--- src/rtl/snitch_vfpr_wb.sv ---
// rtl/snitch_vfpr_wb.sv - FPU result write-back buffer feeding the VFPR TCDM write port
//
// Buffers FPU results, turns each into a TCDM write, tracks in-flight writes
// until their in-order responses return, and publishes a per-register pending
// scoreboard that the read-issue logic uses to stall RAW reads.
//
// Optional feature macro: SNITCH_VFPR_WB_FWD_EN (forwarding lookup of buffered results).
//
// Ports:
//   clk_i        clock
//   rst_i        asynchronous active-high reset
//   res_idx_i    destination register index of the offered result
//   res_data_i   result data
//   res_valid_i  result valid
//   res_ready_o  result accepted when res_valid_i & res_ready_o
//   wr_req_o     packed TCDM request, MSB first:
//                {addr[AddrWidth], write, data[DataWidth], strb[DataWidth/8], amo[4], user, q_valid}
//   wr_rsp_i     packed TCDM response, MSB first: {q_ready, p_data[DataWidth], p_valid}
//   pending_o    bit r set while a write to register r is buffered or outstanding
//   idle_o       buffer empty and no writes outstanding
//   fwd_idx_i    (macro only) register index to look up in the buffer
//   fwd_hit_o    (macro only) youngest buffered entry matches fwd_idx_i
//   fwd_data_o   (macro only) data of that entry, zero on miss
module snitch_vfpr_wb #(
  parameter int unsigned DataWidth      = 64,
  parameter int unsigned AddrWidth      = 32,
  parameter int unsigned NumRegs        = 32,
  parameter logic [AddrWidth-1:0] BaseAddr = '0,
  parameter int unsigned BufDepth       = 2,
  parameter int unsigned MaxOutstanding = 4,
  localparam int unsigned IdxW  = $clog2(NumRegs),
  localparam int unsigned StrbW = DataWidth / 8,
  localparam int unsigned ReqW  = AddrWidth + 1 + DataWidth + StrbW + 4 + 1 + 1,
  localparam int unsigned RspW  = 1 + DataWidth + 1
) (
  input  logic                 clk_i,
  input  logic                 rst_i,
  input  logic [IdxW-1:0]      res_idx_i,
  input  logic [DataWidth-1:0] res_data_i,
  input  logic                 res_valid_i,
  output logic                 res_ready_o,
  output logic [ReqW-1:0]      wr_req_o,
  input  logic [RspW-1:0]      wr_rsp_i,
`ifdef SNITCH_VFPR_WB_FWD_EN
  input  logic [IdxW-1:0]      fwd_idx_i,
  output logic                 fwd_hit_o,
  output logic [DataWidth-1:0] fwd_data_o,
`endif
  output logic [NumRegs-1:0]   pending_o,
  output logic                 idle_o
);

  localparam int unsigned BufPtrW = (BufDepth > 1) ? $clog2(BufDepth) : 1;
  localparam int unsigned BufCntW = $clog2(BufDepth + 1);
  localparam int unsigned AckPtrW = (MaxOutstanding > 1) ? $clog2(MaxOutstanding) : 1;
  localparam int unsigned OutCntW = $clog2(MaxOutstanding + 1);
  localparam logic [BufCntW-1:0] BufFull = BufCntW'(BufDepth);
  localparam logic [OutCntW-1:0] OutMax  = OutCntW'(MaxOutstanding);
  localparam logic [3:0]         AmoNone = 4'h0;

  // Result buffer (circular FIFO) and in-order ack queue of issued indices.
  logic [IdxW-1:0]      buf_idx_q  [BufDepth];
  logic [DataWidth-1:0] buf_data_q [BufDepth];
  logic [BufPtrW-1:0]   buf_wr_ptr_q, buf_wr_ptr_d, buf_rd_ptr_q, buf_rd_ptr_d;
  logic [BufCntW-1:0]   buf_cnt_q, buf_cnt_d;
  logic [IdxW-1:0]      ack_idx_q  [MaxOutstanding];
  logic [AckPtrW-1:0]   ack_wr_ptr_q, ack_wr_ptr_d, ack_rd_ptr_q, ack_rd_ptr_d;
  logic [OutCntW-1:0]   out_cnt_q, out_cnt_d;
  logic [NumRegs-1:0]   pending_q, pending_d;

  logic                 rsp_q_ready, rsp_p_valid;
  logic [DataWidth-1:0] rsp_p_data_unused;
  logic                 buf_full, buf_empty, q_valid;
  logic                 accept, issue, retire;
  logic [IdxW-1:0]      head_idx;
  logic [DataWidth-1:0] head_data;
  logic [AddrWidth-1:0] req_addr;

  assign {rsp_q_ready, rsp_p_data_unused, rsp_p_valid} = wr_rsp_i;

  function automatic logic [BufPtrW-1:0] buf_ptr_inc(input logic [BufPtrW-1:0] p);
    return (p == BufPtrW'(BufDepth - 1)) ? '0 : p + BufPtrW'(1);
  endfunction

  function automatic logic [AckPtrW-1:0] ack_ptr_inc(input logic [AckPtrW-1:0] p);
    return (p == AckPtrW'(MaxOutstanding - 1)) ? '0 : p + AckPtrW'(1);
  endfunction

  assign buf_full  = (buf_cnt_q == BufFull);
  assign buf_empty = (buf_cnt_q == '0);

  // The WAW check uses registered pending state only, so a response arriving in
  // the same cycle does not unblock the new write; it is taken one cycle later.
  // This also keeps q_ready out of the res_ready_o cone.
  assign res_ready_o = ~buf_full & ~pending_q[res_idx_i];
  assign accept      = res_valid_i & res_ready_o;
  assign q_valid     = ~buf_empty & (out_cnt_q != OutMax);
  assign issue       = q_valid & rsp_q_ready;
  // A response with nothing outstanding (e.g. in flight across reset) is dropped.
  assign retire      = rsp_p_valid & (out_cnt_q != '0);

  always_comb begin
    buf_wr_ptr_d = buf_wr_ptr_q;
    buf_rd_ptr_d = buf_rd_ptr_q;
    buf_cnt_d    = buf_cnt_q;
    ack_wr_ptr_d = ack_wr_ptr_q;
    ack_rd_ptr_d = ack_rd_ptr_q;
    out_cnt_d    = out_cnt_q;
    pending_d    = pending_q;

    if (accept) buf_wr_ptr_d = buf_ptr_inc(buf_wr_ptr_q);
    if (issue)  buf_rd_ptr_d = buf_ptr_inc(buf_rd_ptr_q);
    case ({accept, issue})
      2'b10:   buf_cnt_d = buf_cnt_q + BufCntW'(1);
      2'b01:   buf_cnt_d = buf_cnt_q - BufCntW'(1);
      default: buf_cnt_d = buf_cnt_q;
    endcase

    if (issue)  ack_wr_ptr_d = ack_ptr_inc(ack_wr_ptr_q);
    if (retire) ack_rd_ptr_d = ack_ptr_inc(ack_rd_ptr_q);
    case ({issue, retire})
      2'b10:   out_cnt_d = out_cnt_q + OutCntW'(1);
      2'b01:   out_cnt_d = out_cnt_q - OutCntW'(1);
      default: out_cnt_d = out_cnt_q;
    endcase

    // Accepted index is never pending, so it cannot collide with the retired one.
    if (retire) pending_d[ack_idx_q[ack_rd_ptr_q]] = 1'b0;
    if (accept) pending_d[res_idx_i] = 1'b1;
  end

  always_ff @(posedge clk_i or posedge rst_i) begin
    if (rst_i) begin
      buf_wr_ptr_q <= '0;
      buf_rd_ptr_q <= '0;
      buf_cnt_q    <= '0;
      ack_wr_ptr_q <= '0;
      ack_rd_ptr_q <= '0;
      out_cnt_q    <= '0;
      pending_q    <= '0;
    end else begin
      buf_wr_ptr_q <= buf_wr_ptr_d;
      buf_rd_ptr_q <= buf_rd_ptr_d;
      buf_cnt_q    <= buf_cnt_d;
      ack_wr_ptr_q <= ack_wr_ptr_d;
      ack_rd_ptr_q <= ack_rd_ptr_d;
      out_cnt_q    <= out_cnt_d;
      pending_q    <= pending_d;
    end
  end

  // Storage arrays need no reset: occupancy is tracked by the pointers/counters.
  always_ff @(posedge clk_i) begin
    if (accept) begin
      buf_idx_q[buf_wr_ptr_q]  <= res_idx_i;
      buf_data_q[buf_wr_ptr_q] <= res_data_i;
    end
    if (issue) ack_idx_q[ack_wr_ptr_q] <= head_idx;
  end

  assign head_idx  = buf_idx_q[buf_rd_ptr_q];
  assign head_data = buf_data_q[buf_rd_ptr_q];
  assign req_addr  = BaseAddr + AddrWidth'(head_idx) * AddrWidth'(StrbW);

  // Request fields come straight from the FIFO head, which only moves on a
  // handshake, so the payload holds steady under backpressure.
  assign wr_req_o  = {req_addr, 1'b1, head_data, {StrbW{1'b1}}, AmoNone, 1'b0, q_valid};
  assign pending_o = pending_q;
  assign idle_o    = buf_empty & (out_cnt_q == '0);

`ifdef SNITCH_VFPR_WB_FWD_EN
  logic [BufPtrW-1:0] fwd_slot;

  // Walk the buffer oldest to youngest so the youngest match wins.
  always_comb begin
    fwd_hit_o  = 1'b0;
    fwd_data_o = '0;
    fwd_slot   = '0;
    for (int unsigned i = 0; i < BufDepth; i++) begin
      fwd_slot = BufPtrW'((32'(buf_rd_ptr_q) + i) % BufDepth);
      if ((BufCntW'(i) < buf_cnt_q) && (buf_idx_q[fwd_slot] == fwd_idx_i)) begin
        fwd_hit_o  = 1'b1;
        fwd_data_o = buf_data_q[fwd_slot];
      end
    end
  end
`endif

endmodule

--- config.mk ---
export PLATFORM = sky130hd
export DESIGN_NAME = snitch_vfpr_wb
export DESIGN_NICKNAME = d
export VERILOG_FILES = /design/src/rtl/snitch_vfpr_wb.sv
export SDC_FILE = /design/constraint.sdc
export NUM_CORES = 1
export LEC_CHECK = 0
export ABC_AREA = 1
export BUFFER_PORTS_ARGS = -buffer_cell sky130_fd_sc_hd__buf_2
export CORE_ASPECT_RATIO = 1.75
export CORE_UTILIZATION = 35
export DETAILED_ROUTE_END_ITERATION = 8
export GPL_TIMING_DRIVEN = 1
export PLACE_DENSITY = 0.64
export SLEW_MARGIN = 10
export SYNTH_ARGS = -nofsm -noshare
export SYNTH_HDL_FRONTEND = slang
export SYNTH_SLANG_ARGS = --single-unit
--- constraint.sdc ---
create_clock -name clk_i -period 5.3 [get_ports clk_i]
set_input_delay 1.06 -clock clk_i [delete_from_list [all_inputs] [get_ports clk_i]]
set_output_delay 1.06 -clock clk_i [all_outputs]
set_load 0.005 [all_outputs]
==> flow_metrics.py, run 1 <==
metrics = {
    "finish": {
        "fin_nets": 1156,
        "final_cell_mix": "nand2_1, buf_2, edfxtp_1",
        "final_common_cell": "nand2_1",
        "area_growth_pct": 20.5,
        "finalInstanceArea_um2": 10400,
        "drive_above_1_share": 0.222,
    },
    "timing": {
        "fin_crit_ns": 3.71,
        "max_clock_freq_mhz": 270,
        "setup_viol": 0,
        "hold_viol_final": 0,
        "setup_total_negative_slack_ns": 0,
        "maxSlewHeadroom": 0.470,
        "finalCritPeriodShare": 0.699,
        "finClkSkew_ns": 0.0143,
        "rsz0062_at_grt": "no",
        "drv_slew": 0,
        "worstMarginPinSlew_ns": 0.795,
    },
    "detailed_routing": {
        "drtPass1Iterations": 5,
        "first_iter_violations": 279,
        "vias": 6099,
        "avgRoutedWirePerCell_um": 15.2,
        "totalWireLength_um": 20200,
        "ant_nets": 0,
        "post-route-drc-count": 0,
        "viasPerCell": 4.58,
    },
    "global_route": {
        "grt.busiest_layer": "met2",
        "grtUsageTotal": 0.161,
        "grt_util_met1": 0.163,
        "overflow": 0,
        "grt_use_met2": 0.305,
        "grt_start_max_net_pins": 70,
        "antenna_found_initial": 3,
        "grt_pass1_wl_um": 31200,
        "first_global_vias": 5830,
        "met3_usage": 0.0266,
    },
    "clock_network": {
        "htree_levels": 1,
        "clock_path_buffers": 3,
        "cts_tree": "done",
        "cts-root-buf": "clkbuf_16",
        "clk_latency_ns": 0.49,
        "holdBufCountCts": 0,
        "cts_resized": 0,
        "clkSinkCount": 201,
        "clk_pin_slew_ns": 0.07,
        "postCtsSetupBuffers": 0,
        "cts_made_buffers": 19,
    },
    "setup_path": {
        "cp_max_fo": 22,
        "crit_chain": "buf_2 > inv_2 > nand2_1 > nand2_1 > nand2_1 > nand2_1 > nand2_1 > nand2_1 > nor2_2 > nand3_2 > inv_1 > buf_2",
        "end_kind": "primary output",
        "cpMostUsedCell": "nand2_1",
        "crit_arrival_ns": 2.65,
        "cpLargestDelayFamily": "buffers and inverters",
        "path_class": "in -> out",
        "required_ns": 4.24,
        "crit_slowest_cell": "buf_2",
        "critPathMaxStageDelay_ns": 0.37,
        "path_buf_inv": 4,
        "startpoint_type": "primary input",
    },
    "power": {
        "sw_frac_of_total": 0.348,
        "p_int_uw": 3740,
        "p_switching_uw": 2000,
        "pwr-share-comb": 0.335,
        "pwr-share-seq": 0.417,
        "power_leakage_uw": 0.00470,
        "pwr-share-clk": 0.247,
        "peakVddDrop_v": 0.000388,
        "pwr_density_cell_nw_per_um2": 554,
    },
    "min_path": {
        "min_path_type": "reg -> reg",
    },
    "die": {
        "die_area_um2": 25200,
        "initial_core_util": 0.358,
        "pin_count": 283,
        "rows": 75,
        "core_area_um2": 24000,
        "fp.dieH_um": 209,
        "die_w_um": 121,
    },
    "flow_run": {
        "cap_violations": 0,
    },
    "synthesis": {
        "synth_seq_area_share": 0.676,
        "synth.cell_area_um2": 8600,
        "synth_area_per_cell_um2": 10.4,
        "synthDistinctLibCells": 26,
        "yosysWarnings": 0,
        "yosys_register_bits": 201,
        "synthCells": 827,
    },
    "placement": {
        "port_buffers": 177,
        "place_area_um2": 9720,
        "gp_congestion": 0.902,
        "hpwl_um": 14100,
    },
    "status": {
        "outcome": "finished clean",
    },
}
power by group through the flow:
stage	clock, uW	combinational (uW)	sequential (uW)
6_report	1420	1930	2400
3_5_place_dp	0	1960	2430
4_1_cts	1470	1980	2400
2_1_floorplan	0	1120	2400
3_3_place_gp	0	1930	2420
5_1_grt	1520	2170	2440
sequential cells by signal (all words and copies together) (netlist names), 2 cells and up:
name          cells
ack_idx_q        20
buf_cnt_q         2
ack_rd_ptr_q      2
buf_idx_q        10
pending_o        32
out_cnt_q         3
ack_wr_ptr_q      2
buf_data_q      128
cell type report:
type                            count  area (um2)
Clock inverter                      9         150
Antenna cell                        3        7.51
Inverter                           38         143
Multi-Input combinational cell    561        2340
Timing Repair Buffer              189        1030
Tap cell                          308         385
Clock buffer                       22         497
Sequential cell                   201        5820
Fill cell                        2324       13700
worst register-to-register path: stages (launching register included):
cell and delay [ns]:
dfrtp_1 0.40, nand2_1 0.07, nand2_1 0.05, nand2_1 0.06, nand2_1 0.06, nand2_1 0.06, nand2_1 0.06, nor2_2 0.23
nand3_2 0.14, nor2_4 0.10, buf_4 0.34, nand2_1 0.14, inv_2 0.42, buf_12 0.28
kinds of logic after synthesis:
group                      synth area share
buffers and inverters                0.0694
other                              0.000873
DFF                                   0.676
adders and majority gates            0.0125
and+or+nand+nor                       0.206
AOI/OAI and AO/OA                    0.0294
xor gates and xnor gates            0.00509
synth_stat cells:
| master | number | area [um2] |
|---|---|---|
| nor2_1 | 47 | 176 |
| xor2_1 | 2 | 17.5 |
| nand2_1 | 379 | 1420 |
| conb_1 | 2 | 7.51 |
| dfrtp_1 | 43 | 1080 |
| o22a_1 | 1 | 8.76 |
| buf_1 | 1 | 3.75 |
| nand3_1 | 18 | 90.1 |
| edfxtp_1 | 158 | 4740 |
| o21ai_0 | 41 | 205 |
| nor2_4 | 1 | 11.3 |
| nor3_1 | 8 | 40.0 |
| xnor2_1 | 3 | 26.3 |
| buf_6 | 6 | 67.6 |
| ha_1 | 7 | 87.6 |
| nand3_2 | 1 | 10.0 |
| inv_1 | 35 | 131 |
| a21oi_1 | 6 | 30.0 |
| a32oi_1 | 1 | 8.76 |
| buf_4 | 42 | 315 |
| nand4_1 | 2 | 12.5 |
| inv_2 | 3 | 11.3 |
| clkbuf_1 | 14 | 52.6 |
| nor2_2 | 2 | 12.5 |
| buf_2 | 3 | 15.0 |
| fa_1 | 1 | 20.0 |
stage by stage:
step           utilization  instances  power [uW]  setup slack, ns  hold slack (ns)
3_5_place_dp         0.404       1297        4390             1.17            0.467
3_3_place_gp         0.404       1297        4350             1.20            0.465
6_report             0.432       1331        5750             1.59            0.477
4_1_cts              0.431       1328        5840             1.59            0.485
2_1_floorplan            -        866        3520           0.0754            0.449
5_1_grt              0.432       1331        6130             1.42            0.504
worst paths after layout:
| kind | endpoint | slack [ns] | start | cells past startpoint |
|---|---|---|---|---|
| max in group asynchronous | pending_o[11] | 4.16 | rst_i | 3 |
| worst min register to register | buf_wr_ptr_q | 0.48 | buf_wr_ptr_q | 2 |
| worst max register to register | buf_data_q[0][36] | 2.59 | pending_o[27] | 13 |
| worst min-delay path | buf_wr_ptr_q | 0.48 | buf_wr_ptr_q | 2 |
| worst max-delay path | res_ready_o | 1.59 | res_idx_i[0] | 12 |
| min in group asynchronous | out_cnt_q[2] | 0.70 | rst_i | 3 |
metal layers:
metal | up-vias | part of all wire
met3 | 40 | 0.053
met2 | 208 | 0.55
met1 | 2870 | 0.36
li1 | 2981 | -
met4 | 0 | 0.043
met5 | - | 0
Note: power is estimated with default switching activity, not from simulation.
==> run 2: changes to the inputs <==
ABC_AREA = 0   (was 1)
PLACE_DENSITY = 0.66   (was 0.64)
clock period = 3.1 ns   (was 5.3 ns; I/O delays follow)
==> flow_metrics.py, run 2 <==
metrics = {
    "timing": {
        "maxSlewHeadroom": 0.521,
        "hold_viol_final": 0,
        "setup_viol": 0,
        "finalCritPeriodShare": 0.907,
        "fin_crit_ns": 2.81,
        "whs_ns": 0.273,
        "fin_ws_ns": 0.287,
        "worstMarginPinSlew_ns": 0.716,
        "max_clock_freq_mhz": 356,
        "finClkSkew_ns": 0.00796,
        "rsz0062_at_grt": "no",
        "drv_slew": 0,
    },
    "finish": {
        "drive_above_1_share": 0.423,
        "top_register": "buf_data_q",
        "largest_reg_flops": 128,
        "layout.cells.non_filler": 1048,
        "fillers": 2128,
        "final_cell_mix": "buf_2, edfxtp_1, mux2_2",
        "area_growth_pct": 22.4,
        "final_common_cell": "buf_2",
        "fin_nets": 875,
    },
    "clock_network": {
        "cts-root-buf": "clkbuf_16",
        "holdBufCountCts": 0,
        "cts_resized": 0,
        "clk_pin_slew_ns": 0.07,
        "htree_levels": 1,
        "cts_made_buffers": 20,
        "postCtsSetupBuffers": 0,
        "clock_path_buffers": 3,
        "clkSinkCount": 201,
        "cts_tree": "done",
        "clk_latency_ns": 0.49,
    },
    "synthesis": {
        "ys_top_cells_by_count": "edfxtp_1, mux2_2, nand2_1, dfrtp_1, buf_4",
        "synth_seq_area_share": 0.695,
        "synth_area_per_cell_um2": 15.8,
        "synth_top_area_frac": 0.566,
        "synth_ff_type": "edfxtp_1",
        "yosys_register_bits": 201,
        "synth-async-reset-ratio": 0.214,
        "synth.most_common_cell": "edfxtp_1",
        "yosys-top-cells-area": "edfxtp_1, dfrtp_1, mux2_2",
        "yosysWarnings": 0,
        "synth.cell_area_um2": 8380,
        "yosysTopAreaCell": "edfxtp_1",
        "synth_edf_count": 158,
        "synthDistinctLibCells": 41,
        "synthCells": 532,
    },
    "die": {
        "initial_core_util": 0.358,
        "fp.dieH_um": 207,
        "pin_count": 283,
        "die_area_um2": 24600,
        "die_w_um": 119,
        "rows": 74,
        "core_area_um2": 23400,
    },
    "setup_path": {
        "crit_arrival_ns": 2.19,
        "path_class": "reg -> out",
        "startpoint_type": "flop",
        "cp_max_fo": 3,
        "crit_chain": "mux4_2 > a22o_1 > a21oi_2 > nand3_4 > inv_1 > buf_2",
        "r2r-start": "pending_o[11]",
        "crit_slowest_cell": "mux4_2",
        "critPathMaxStageDelay_ns": 0.48,
        "crit_path_start": "pending_o[11]",
        "end_kind": "primary output",
        "required_ns": 2.48,
    },
    "power": {
        "power_leakage_uw": 0.00402,
        "peakVddDrop_v": 0.000545,
        "pwr_density_cell_nw_per_um2": 950,
    },
    "placement": {
        "place_inst": 1011,
        "preCtsSetupSlack_ns": 0.166,
        "port_buffers": 177,
        "hpwl_um": 12700,
        "gp_congestion": 0.866,
    },
    "flow_run": {
        "cap_violations": 0,
    },
    "detailed_routing": {
        "viasPerCell": 4.82,
        "totalWireLength_um": 17900,
        "avgRoutedWirePerCell_um": 17.1,
        "drtPass1Iterations": 4,
        "vias": 5053,
        "post-route-drc-count": 0,
        "ant_nets": 0,
        "first_iter_violations": 269,
    },
    "global_route": {
        "grtUsageTotal": 0.144,
        "grt_pass1_wl_um": 27300,
        "grt_start_max_net_pins": 44,
        "overflow": 0,
        "first_global_vias": 5162,
        "antenna_found_initial": 3,
    },
    "min_path": {
        "min_path_type": "in -> async",
    },
    "status": {
        "outcome": "finished clean",
    },
}
-- run 2: cell families (layout without fill, tap and decap cells) --
logic type | count (synthesis) | count (layout) | share of synthesized area
compound gates | 75 | 75 | 0.0500
flops | 201 | 201 | 0.695
simple gates | 87 | 87 | 0.0512
xor+xnor | 8 | 8 | 0.00836
fa+ha+maj | 8 | 8 | 0.0128
buf+inv | 68 | 240 | 0.0532
mux | 83 | 83 | 0.129
other cells | 2 | 42 | 0.000896
-- run 2: final timing paths --
path                                endpoint  slack [ns]  depth (start not counted)
max reg2reg                     buf_cnt_q[1]        0.58                          8
max                              res_ready_o        0.29                          6
min in group clk_i         buf_data_q[1][61]        0.31                          1
min                            pending_o[14]        0.27                          3
max in group asynchronous       buf_rd_ptr_q        2.41                          3
min reg2reg                     buf_cnt_q[1]        0.48                          1
-- run 2: layout make-up --
class / count / area [um2] / area share
multi-input cells: 302 / 2260 / 0.221
inverters: 9 / 33.8 / 0.00329
well taps: 304 / 380 / 0.0371
repair buffers: 195 / 1100 / 0.107
diodes: 1 / 2.50 / 0.000244
flip-flops and latches: 201 / 5820 / 0.568
clock buffers: 27 / 558 / 0.0544
clock inverters: 9 / 97.6 / 0.00952
-- run 2: layer usage --
| layer | vias to the layer above | GRT usage | wire length, um |
|---|---|---|---|
| li1 | 2292 | - | - |
| met1 | 2476 | 0.142 | 5960 |
| met2 | 222 | 0.276 | 9910 |
| met3 | 59 | 0.0341 | 1230 |
| met4 | 4 | 0.0796 | 767 |
| met5 | - | 0 | 29 |
-- run 2: through the flow --
step	cell area, um2	setup TNS (ns)	total power [uW]	utilization
final	10300	0	9740	0.438
after global routing	10300	0	10300	0.438
after CTS	10300	0	9890	0.438
after detailed placement	9600	0	7430	0.410
after global placement	9600	0	7350	0.410
after floorplan	8540	-9.20	6080	-
-- run 2: where the power goes --
part,switching (uW),total [uW],internal (uW)
clock network,984,2420,1430
registers,381,4170,3790
logic,1670,3160,1490
-- run 2: critical path, delay by kind of cell (launching register included) --
family | cells | cell delay [ns]
simple gates | 1 | 0.09
compound gates | 2 | 0.49
buf+inv | 2 | 0.22
mux | 1 | 0.48
flops | 1 | 0.42
==> run 3: changes to the inputs <==
RECOVER_POWER = 25   (was default)
==> flow_metrics.py, run 3 (synthesis gave the netlist of run 2 again) <==
metrics = {
    "timing": {
        "hold_viol_final": 0,
        "maxSlewHeadroom": 0.517,
        "max_clock_freq_mhz": 355,
        "setup_viol": 0,
        "finClkSkew_ns": 0.00725,
        "worstMarginPinSlew_ns": 0.722,
        "fin_ws_ns": 0.283,
        "fin_crit_ns": 2.82,
        "rsz0062_at_grt": "no",
        "drv_slew": 0,
        "finalCritPeriodShare": 0.909,
    },
    "power": {
        "finalPower_uw": 9740,
        "power_leakage_uw": 0.00399,
        "peakVddDrop_v": 0.000545,
        "pwr_density_cell_nw_per_um2": 952,
    },
    "placement": {
        "port_buffers": 177,
        "preCtsSetupSlack_ns": 0.166,
        "place_inst": 1011,
        "hpwl_um": 12700,
        "gp_congestion": 0.866,
    },
    "setup_path": {
        "startpoint_type": "flop",
        "end_kind": "primary output",
        "cp_max_fo": 3,
        "required_ns": 2.48,
        "crit_arrival_ns": 2.20,
        "path_class": "reg -> out",
    },
    "finish": {
        "utilization": 0.437,
        "final_cell_mix": "buf_2, edfxtp_1, mux2_2",
        "final_common_cell": "buf_2",
        "layout.cells.non_filler": 1048,
        "area_growth_pct": 22.2,
        "drive_above_1_share": 0.404,
        "fin_nets": 875,
        "largest_reg_flops": 128,
        "top_register": "buf_data_q",
        "fillers": 2139,
    },
    "global_route": {
        "overflow": 0,
        "grt_start_max_net_pins": 44,
        "antenna_found_initial": 3,
        "grt_pass1_wl_um": 27300,
        "grtUsageTotal": 0.144,
        "first_global_vias": 5162,
    },
    "die": {
        "fp.dieH_um": 207,
        "die_area_um2": 24600,
        "rows": 74,
        "core_area_um2": 23400,
        "pin_count": 283,
        "initial_core_util": 0.358,
        "die_w_um": 119,
    },
    "clock_network": {
        "cts_resized": 0,
        "clk_pin_slew_ns": 0.07,
        "clkSinkCount": 201,
        "cts_tree": "done",
        "holdBufCountCts": 0,
        "clk_latency_ns": 0.49,
        "cts-root-buf": "clkbuf_16",
        "cts_made_buffers": 20,
        "postCtsSetupBuffers": 0,
        "clock_path_buffers": 3,
        "htree_levels": 1,
    },
    "detailed_routing": {
        "vias": 5037,
        "post-route-drc-count": 0,
        "first_iter_violations": 267,
        "viasPerCell": 4.81,
        "totalWireLength_um": 17900,
        "ant_nets": 0,
        "avgRoutedWirePerCell_um": 17.1,
        "drtPass1Iterations": 4,
    },
    "flow_run": {
        "cap_violations": 0,
    },
    "status": {
        "outcome": "finished clean",
    },
    "min_path": {
        "min_path_type": "in -> async",
    },
}
==> run 3: power by group <==
part	internal [uW]	switching, uW	leakage, uW
registers	3790	387	0.00199
logic	1480	1670	0.00168
clock network	1430	984	0.000317
total	6700	3040	0.00399
==> run 3: cell type report <==
class                      instances  area (um2)  area share
clock buffer                      27         558      0.0545
antenna                            1        2.50    0.000244
sequential                       201        5820       0.569
inverter                           9        33.8     0.00330
timing repair buffer             195        1080       0.105
clock inverter                     9        97.6     0.00953
multi-input combinational        302        2260       0.221
tap                              304         380      0.0372
==> run 3: path summary, 6_finish.rpt <==
| path | startpoint | endpoint | slack, ns | cells after the start |
|---|---|---|---|---|
| min reg2reg | buf_cnt_q[1] | buf_cnt_q[1] | 0.48 | 1 |
| max reg2reg | pending_o[11] | buf_cnt_q[1] | 0.57 | 8 |
| max | pending_o[11] | res_ready_o | 0.28 | 6 |
| min in group clk_i | res_data_i[61] | buf_data_q[1][61] | 0.31 | 1 |
| max in group asynchronous | rst_i | buf_rd_ptr_q | 2.41 | 3 |
| min | rst_i | pending_o[14] | 0.27 | 3 |
==> run 3: layer usage <==
layer  wire, um  vias up  part of all wire  global-route usage
met2       9920      211              0.55               0.276
li1           -     2299                 -                   -
met1       6000     2463              0.34               0.142
met4        784        4             0.044              0.0796
met5         29        -            0.0016                   0
met3       1150       60             0.064              0.0341
==> run 3: per-stage QoR <==
stage,hold slack [ns],TNS [ns],instance area [um2]
floorplan,0.456,-9.20,8540
global placement,0.472,0,9600
CTS,0.268,0,10300
detailed placement,0.474,0,9600
global route,0.285,0,10200
finish,0.271,0,10200
==> run 3: worst max-delay path: stages (launching register included) <==
cell	delay (ns)
dfrtp_1	0.42
mux4_2	0.49
a22o_1	0.30
a21oi_2	0.19
nand3_4	0.09
inv_1	0.10
buf_2	0.12
